## src/rtl/window_pkg.sv

```systemverilog
// Shared definitions for the window counter/accumulator stages.
// State encoding plus default widths kept common so both stages agree.
package window_pkg;

  typedef enum logic {
    WAIT_SYNC = 1'b0,
    ACCUM     = 1'b1
  } state_t;

  localparam int DEF_COUNT_WIDTH = 8;
  localparam int DEF_DROP_WIDTH  = 4;

endpackage

```

## src/rtl/window_accumulator_sat_incr.sv

```systemverilog
// Saturating +1: holds at all-ones; sat_o flags an increment lost to saturation.
// Purely combinational, no backpressure.
module sat_incr #(
  parameter int WIDTH = 8
) (
  input  logic [WIDTH-1:0] val_i,
  input  logic             inc_i,
  output logic [WIDTH-1:0] val_o,
  output logic             sat_o
);

  logic all_ones;

  assign all_ones = &val_i;
  assign sat_o    = inc_i & all_ones;
  assign val_o    = (inc_i && !all_ones) ? val_i + WIDTH'(1) : val_i;

endmodule

```

## src/rtl/window_accumulator.sv

```systemverilog
// Counts sample-high cycles per tick-delimited window; result one cycle after the tick.
// Single-entry output register; windows offered while it is occupied are counted as drops.
module window_accumulator
  import window_pkg::*;
#(
  parameter int COUNT_WIDTH = DEF_COUNT_WIDTH,
  parameter int DROP_WIDTH  = DEF_DROP_WIDTH
) (
  input  logic                   sys_clk,
  input  logic                   rst,
  input  logic                   tick_in,
  input  logic                   sample_in,
  input  logic                   out_ready,
  output logic                   out_valid,
  output logic [COUNT_WIDTH-1:0] out_count,
  output logic                   out_sat,
  output logic [DROP_WIDTH-1:0]  drop_count,
  output logic                   synced
);

  state_t                 state_q;
  logic [COUNT_WIDTH-1:0] acc_q;
  logic                   acc_sat_q;
  logic                   out_valid_q;
  logic [COUNT_WIDTH-1:0] out_count_q;
  logic                   out_sat_q;
  logic [DROP_WIDTH-1:0]  drop_q;
  logic                   synced_q;

  logic [COUNT_WIDTH-1:0] window_total;
  logic                   acc_carry;
  logic                   total_sat;
  logic                   offer;
  logic                   out_free;
  logic                   drop_inc;
  logic [DROP_WIDTH-1:0]  drop_d;
  logic                   drop_at_max;

  sat_incr #(.WIDTH(COUNT_WIDTH)) u_acc_incr (
    .val_i (acc_q),
    .inc_i (sample_in),
    .val_o (window_total),
    .sat_o (acc_carry)
  );

  sat_incr #(.WIDTH(DROP_WIDTH)) u_drop_incr (
    .val_i (drop_q),
    .inc_i (drop_inc),
    .val_o (drop_d),
    .sat_o (drop_at_max)
  );

  assign total_sat = acc_sat_q | acc_carry;
  assign offer     = (state_q == ACCUM) & tick_in;
  // An accept in the same cycle frees the register for a new window.
  assign out_free  = ~out_valid_q | out_ready;
  assign drop_inc  = offer & ~out_free;

  always_ff @(posedge sys_clk or posedge rst) begin
    if (rst) begin
      state_q     <= WAIT_SYNC;
      acc_q       <= '0;
      acc_sat_q   <= 1'b0;
      out_valid_q <= 1'b0;
      out_count_q <= '0;
      out_sat_q   <= 1'b0;
      drop_q      <= '0;
      synced_q    <= 1'b0;
    end else begin
      case (state_q)
        WAIT_SYNC: begin
          if (tick_in) begin
            state_q  <= ACCUM;
            synced_q <= 1'b1;
          end
        end
        ACCUM: begin
          if (tick_in) begin
            acc_q     <= '0;
            acc_sat_q <= 1'b0;
          end else begin
            acc_q     <= window_total;
            acc_sat_q <= total_sat;
          end
        end
      endcase

      if (offer && out_free) begin
        out_valid_q <= 1'b1;
        out_count_q <= window_total;
        out_sat_q   <= total_sat;
      end else if (out_valid_q && out_ready) begin
        out_valid_q <= 1'b0;
      end

      if (drop_inc && !drop_at_max) begin
        drop_q <= drop_d;
      end
    end
  end

  assign out_valid  = out_valid_q;
  assign out_count  = out_count_q;
  assign out_sat    = out_sat_q;
  assign drop_count = drop_q;
  assign synced     = synced_q;

endmodule

```

## config.mk

```make
export PLATFORM = sky130hd
export DESIGN_NAME = window_accumulator
export DESIGN_NICKNAME = d
export VERILOG_FILES = /design/src/rtl/window_pkg.sv /design/src/rtl/window_accumulator_sat_incr.sv /design/src/rtl/window_accumulator.sv
export SDC_FILE = /design/constraint.sdc
export NUM_CORES = 1
export LEC_CHECK = 0
export BUFFER_PORTS_ARGS = -buffer_cell sky130_fd_sc_hd__buf_2
export CAP_MARGIN = 20
export CORE_MARGIN = 2
export CORE_UTILIZATION = 50
export DETAILED_ROUTE_END_ITERATION = 10
export PLACE_DENSITY_LB_ADDON = 0.3
export SYNTH_ARGS = -nofsm -noshare
export SYNTH_HDL_FRONTEND = slang
export SYNTH_SLANG_ARGS = --single-unit
export TNS_END_PERCENT = 100
```

## constraint.sdc

```tcl
create_clock -name sys_clk -period 2.3 [get_ports sys_clk]
set_input_delay 0.345 -clock sys_clk [delete_from_list [all_inputs] [get_ports sys_clk]]
set_output_delay 0.345 -clock sys_clk [all_outputs]
set_load 0.02 [all_outputs]
```

# ---- Yosys cells after proc, flatten, opt, wreduce, memory -nomap -nowiden
# Cells that the tools add are included.
dict set report word_totals {
  wordCells 39
  latchBits 0
  mem_count 0
  out_inout_bits 15
  mem_bits_rw 0
  reg_bits 25
  mem_bits_ro 0
}
dict set report classes {
  eq_ne 0
  n_lt_le_gt_ge 0
  shift 0
  mul 0
  n_addsub 2
  bitwise_logic 9
  mux 7
  div 0
  reduce_logical 13
}
# op count
set op_table {}
lappend op_table {{$mux 8} 2}
lappend op_table {{$add 8x1->8 const B} 1}
lappend op_table {{$reduce_and 8->1} 1}
lappend op_table {{$logic_and 1x1->1} 5}
lappend op_table {{$mux 1} 5}
lappend op_table {{$add 4x1->4 const B} 1}
lappend op_table {{$and 1x1->1} 4}
lappend op_table {{$reduce_and 2->1} 2}
lappend op_table {{$reduce_and 4->1} 1}
lappend op_table {{$logic_not 1->1} 3}
lappend op_table {{$not 1->1} 3}
lappend op_table {{$or 1x1->1} 2}
lappend op_table {{$reduce_bool 2->1} 1}

# ---- Logic depth before layout (Yosys ltp)
dict set report logic_depth {
  word_depth 8
  depth_mapped 5
  ltp_nobuf 5
}

# ---- Hierarchy
# From an unflattened synthesis, not the netlist that was laid out.
dict set report hier_totals {
  hier_cells 111
  area_unflattened_um2 1305.0
}
# mod n_inst area_each_um2 cells_each seq_area_each_um2
set modules_own_cells {}
lappend modules_own_cells {window_accumulator 1 973.4 64 625.6}
lappend modules_own_cells {{sat_incr at u_acc_incr} 1 205.2 30 0.0}
lappend modules_own_cells {{sat_incr at u_drop_incr} 1 126.4 17 0.0}

# ---- Worst setup path after synthesis
# OpenSTA, ideal clock, no wires.
dict set report synth_timing {
  path_kind {flip-flop to flip-flop}
  startpoint {register acc_q[0]}
  endpoint {register acc_q[6]}
  arrival_time_ns 1.342
  setup_time_ns 0.122
  stages_incl_launch_ff 6
  synth_period_minus_slack_ns 1.464
  path_buffers 0
  slack_ns 0.836
  path_cell_list {dfrtp_1 -> ha_1 -> nand3_1 -> or4_1 -> o21ai_2 -> o2bb2ai_1}
}
dict set report synth_between {
  elab_chain_cells 5
}
# item line_no
set synth_rtl {}
lappend synth_rtl {{start: declaration} window_accumulator.sv:22} ;# logic [COUNT_WIDTH-1:0] acc_q;
lappend synth_rtl {{start signal: assignment} window_accumulator.sv:82} ;# acc_q <= window_total;
lappend synth_rtl {{parallel branches: the longest is 3 deep, another holds $add 8x1->8} --}
lappend synth_rtl {{$mux 8 *} window_accumulator_sat_incr.sv:16} ;# assign val_o = (inc_i && !all_ones) ? val_i + WIDTH'(1) : val_i;
lappend synth_rtl {{$mux 8 *} window_accumulator.sv:78} ;# if (tick_in) begin
# Mark *: on every way between the ends.
# A chain may end at the register's enable or synchronous reset.

# ---- Worst setup path after layout
dict set report layout_timing {
  startpoint {register acc_q[0]}
  endpoint {register acc_q[0]}
}
# The elaborated chain is that of the path after synthesis.

==> results.sh <==
export IMPL_status="complete, no violations"
export IMPL_netlist_top_cells_count="dfrtp_1, nand2_1, a21oi_1"
export IMPL_synth_edff_count=0
export IMPL_yosysTopAreaCell="dfrtp_1"
export IMPL_antenna_found_initial=0
export IMPL_critPathTopFamily="flip-flops"
export IMPL_ys_ff_latch=25
export IMPL_die_y_um=53.3
export IMPL_dieWidth_um=53.3
export IMPL_yosys_warnings=0
export IMPL_synthCells=123
export IMPL_area_growth_pct=11.8
export IMPL_static_leakage_power_nw=0.656
export IMPL_pwr_share_clk_pct=21.4
export IMPL_dieArea_um2=2840
export IMPL_regArea_um2=626
export IMPL_crit_path_end_kind="flip-flop"
export IMPL_dp_cells=167
export IMPL_gr_usage_all_layers_pct=19.7
export IMPL_drt_iter0_markers=21
export IMPL_synth_most_common_cell="dfrtp_1"
export IMPL_p_sw_share_pct=33.3
export IMPL_clkTransAtPathRegs_ns=0.14
export IMPL_synth_simple_area_share_pct=16.5
export IMPL_ant_nets=0
export IMPL_start_util_pct=53.9
export IMPL_p_int_uw=639
export IMPL_switching_power_uw=319
export IMPL_postSynthAreaPerCell_um2=9.88
export IMPL_crit_end="acc_q[0]"
export IMPL_critPathMaxFanout=5
export IMPL_combPwrFrac_pct=23.2
export IMPL_slew_headroom_pct=60.8
export IMPL_ys_flop_type="dfrtp_1"
export IMPL_cts_max_level=1
export IMPL_min_path_type="in2async"
export IMPL_finClkSkew_ns=0.0116
export IMPL_ys_async_sr_fraction_pct=100
export IMPL_grt_pass1_vias=887
export IMPL_rr_startpoint="acc_q[0]"
export IMPL_post_place_ws_ns=0.691
export IMPL_synth_compound_area_share_pct=18.7
export IMPL_synth_top_family_by_area="compound AO/OA/AOI/OAI gates"
export IMPL_layout_min_cycle_time_ns=1.65
export IMPL_cts_sinks=25
export IMPL_finalPower_uw=958
export IMPL_cp_arrival_ns=1.88
export IMPL_timing_fmax_mhz=607
export IMPL_port_buffers=19
export IMPL_placeableCoreArea_um2=2250
export IMPL_dp_hpwl_um=1710
export IMPL_drt_wirelength_per_cell_um=13.6
export IMPL_startpoint_type="flip-flop"
export IMPL_routed_wl_um=2320
export IMPL_powerDensity_nw_per_um2=705
export IMPL_io_pins=20
export IMPL_row_count=17
export IMPL_setup_ws_ns=0.652
export IMPL_gp_congestion=0.848
export IMPL_clk_latency_ns=0.33
export IMPL_drive_above_1_share_pct=22.4
export IMPL_ys_types=35
export IMPL_r2r_setup_slack_ns=0.65
export IMPL_gr_total_overflow=0
export IMPL_finalCritPeriodShare_pct=71.7
export IMPL_num_vias=951
export IMPL_grt_pass1_wl_um=3940
export IMPL_clock_path_buffers=2
export IMPL_setup_violations=0
export IMPL_cp_num_buf_inv=0
export IMPL_worstRegToRegCells=5
export IMPL_slowest_stage="dfrtp_1"
export IMPL_synthDominantCellAreaShare_pct=51.5
export IMPL_nets=151
export IMPL_grt_max_degree=26
export IMPL_hold_viol_final=0
export IMPL_vias_per_cell=5.56
export IMPL_utilization_pct=60.3
export IMPL_timing_critical_path_slowest_cell_delay_ns=0.45
export IMPL_ctsResizeCount=0
export IMPL_muxShareOfSynthArea_pct=4.43
export IMPL_dr_pass1_iters=4
export IMPL_synth_area_leaders="dfrtp_1, nand2_1, a21oi_1, o21ai_1, xnor2_1"
export IMPL_fillers=214
export IMPL_final_cells=171
export IMPL_post_route_drc_count=0
export IMPL_cts_hold_buf=0
export IMPL_crit_path_start="acc_q[0]"
export IMPL_grt_setup_unrepaired="no"
export IMPL_syn_cell_area_um2=1210
export IMPL_cap_violations=0
export IMPL_multi_input_area_um2=542
export IMPL_crit_chain="ha_1, nand3_1, o21a_1, o21ai_1, mux2_2"
export IMPL_vdd_ir_drop_max_mv=0.558
export IMPL_synth_nets=130
export IMPL_cp_num_cells=5
export IMPL_reg2reg_to="acc_q[0]"
export IMPL_n_antenna_cell=0
export IMPL_path_class="reg2reg"
export IMPL_tns_ns=0
export IMPL_tightest_slew_ns=0.586
export IMPL_cp_required_ns=2.53
export IMPL_cts_root_buffer="clkbuf_4"
export IMPL_slew_viol_final=0
export IMPL_cts_buffers=3
export IMPL_post_cts_repair_setup_buffers=0
export IMPL_synth_fa_ha_area_share_pct=2.06
export IMPL_cts_tree="built"
export IMPL_seq_power_share_pct=55.5
export IMPL_synth_xor_area_share_pct=2.88
export IMPL_yosysSeqAreaShare_pct=51.5
power groups by stage:
stage / Combinational, mW / Clock, mW / Sequential [mW]
6_report: 0.222 / 0.205 / 0.531
5_1_grt: 0.249 / 0.220 / 0.543
4_1_cts: 0.226 / 0.207 / 0.532
3_5_place_dp: 0.224 / 0 / 0.540
3_3_place_gp: 0.217 / 0 / 0.537
2_1_floorplan: 0.103 / 0 / 0.590
metrics by stage:
stage | hold slack (ns) | area [µm²]
after detailed placement | 0.411 | 1330
after floorplan | 0.372 | 1210
after CTS | 0.0419 | 1360
after global placement | 0.401 | 1330
after global routing | 0.0771 | 1360
final | 0.0179 | 1360
layout by cell type (no fill, tap or decap), types with 2 or more instances in the layout:
cell type,n
o21ai_0,5
ha_1,2
nand2_1,18
buf_2,19
nand3_1,5
dfrtp_1,25
xnor2_1,4
a21o_1,2
mux2i_1,2
a21oi_1,9
mux2_2,2
inv_1,7
a31oi_1,2
nand2b_1,2
or3_1,2
clkbuf_4,3
o21a_1,2
o2bb2ai_1,2
nor2_1,6
o21ai_1,8
logic make-up after synthesis:
logic type,after synthesis
multiplexers,5
buffers and inverters,11
AND/OR/NAND/NOR,40
XOR/XNOR,4
flip-flops,25
adder cells (fa/ha/maj),2
AO/OA/AOI/OAI,36
routing by layer:
layer / global-route usage, % / wire length (µm) / part of all wire, % / vias up
li1: - / - / - / 473
met1: 25.4 / 1100 / 47 / 449
met2: 31.5 / 1070 / 46 / 24
met3: 2.82 / 97 / 4.2 / 5
met4: 11.1 / 48 / 2.1 / 0
met5: 0 / 0 / 0 / -
worst min path at each step:
| stage | to | from |
|---|---|---|
| finish | out_valid | rst |
| global route | out_valid | rst |
| CTS | out_valid | rst |
| detailed placement | acc_q[1] | rst |
| global placement | acc_sat_q | rst |
| floorplan | acc_q[0] | rst |
flip-flops by register name, summed over array words and instances, names as in the netlist:
signal      flops
state_q         1
acc_sat_q       1
out_sat         1
out_count       8
drop_count      4
synced          1
out_valid       1
acc_q           8
worst min-delay path, stage by stage:
cell and delay (ns):
buf_2 0.09, inv_1 0.04, buf_4 0.29
layout make-up:
type	instances	area share, %
clock buffers	3	1.66
clock inverters	1	0.368
inverters	7	1.93
multi-input cells	87	39.9
flip-flops and latches	25	46.0
well taps	28	2.58
repair buffers	20	7.55
(Power assumes the default switching activity.)
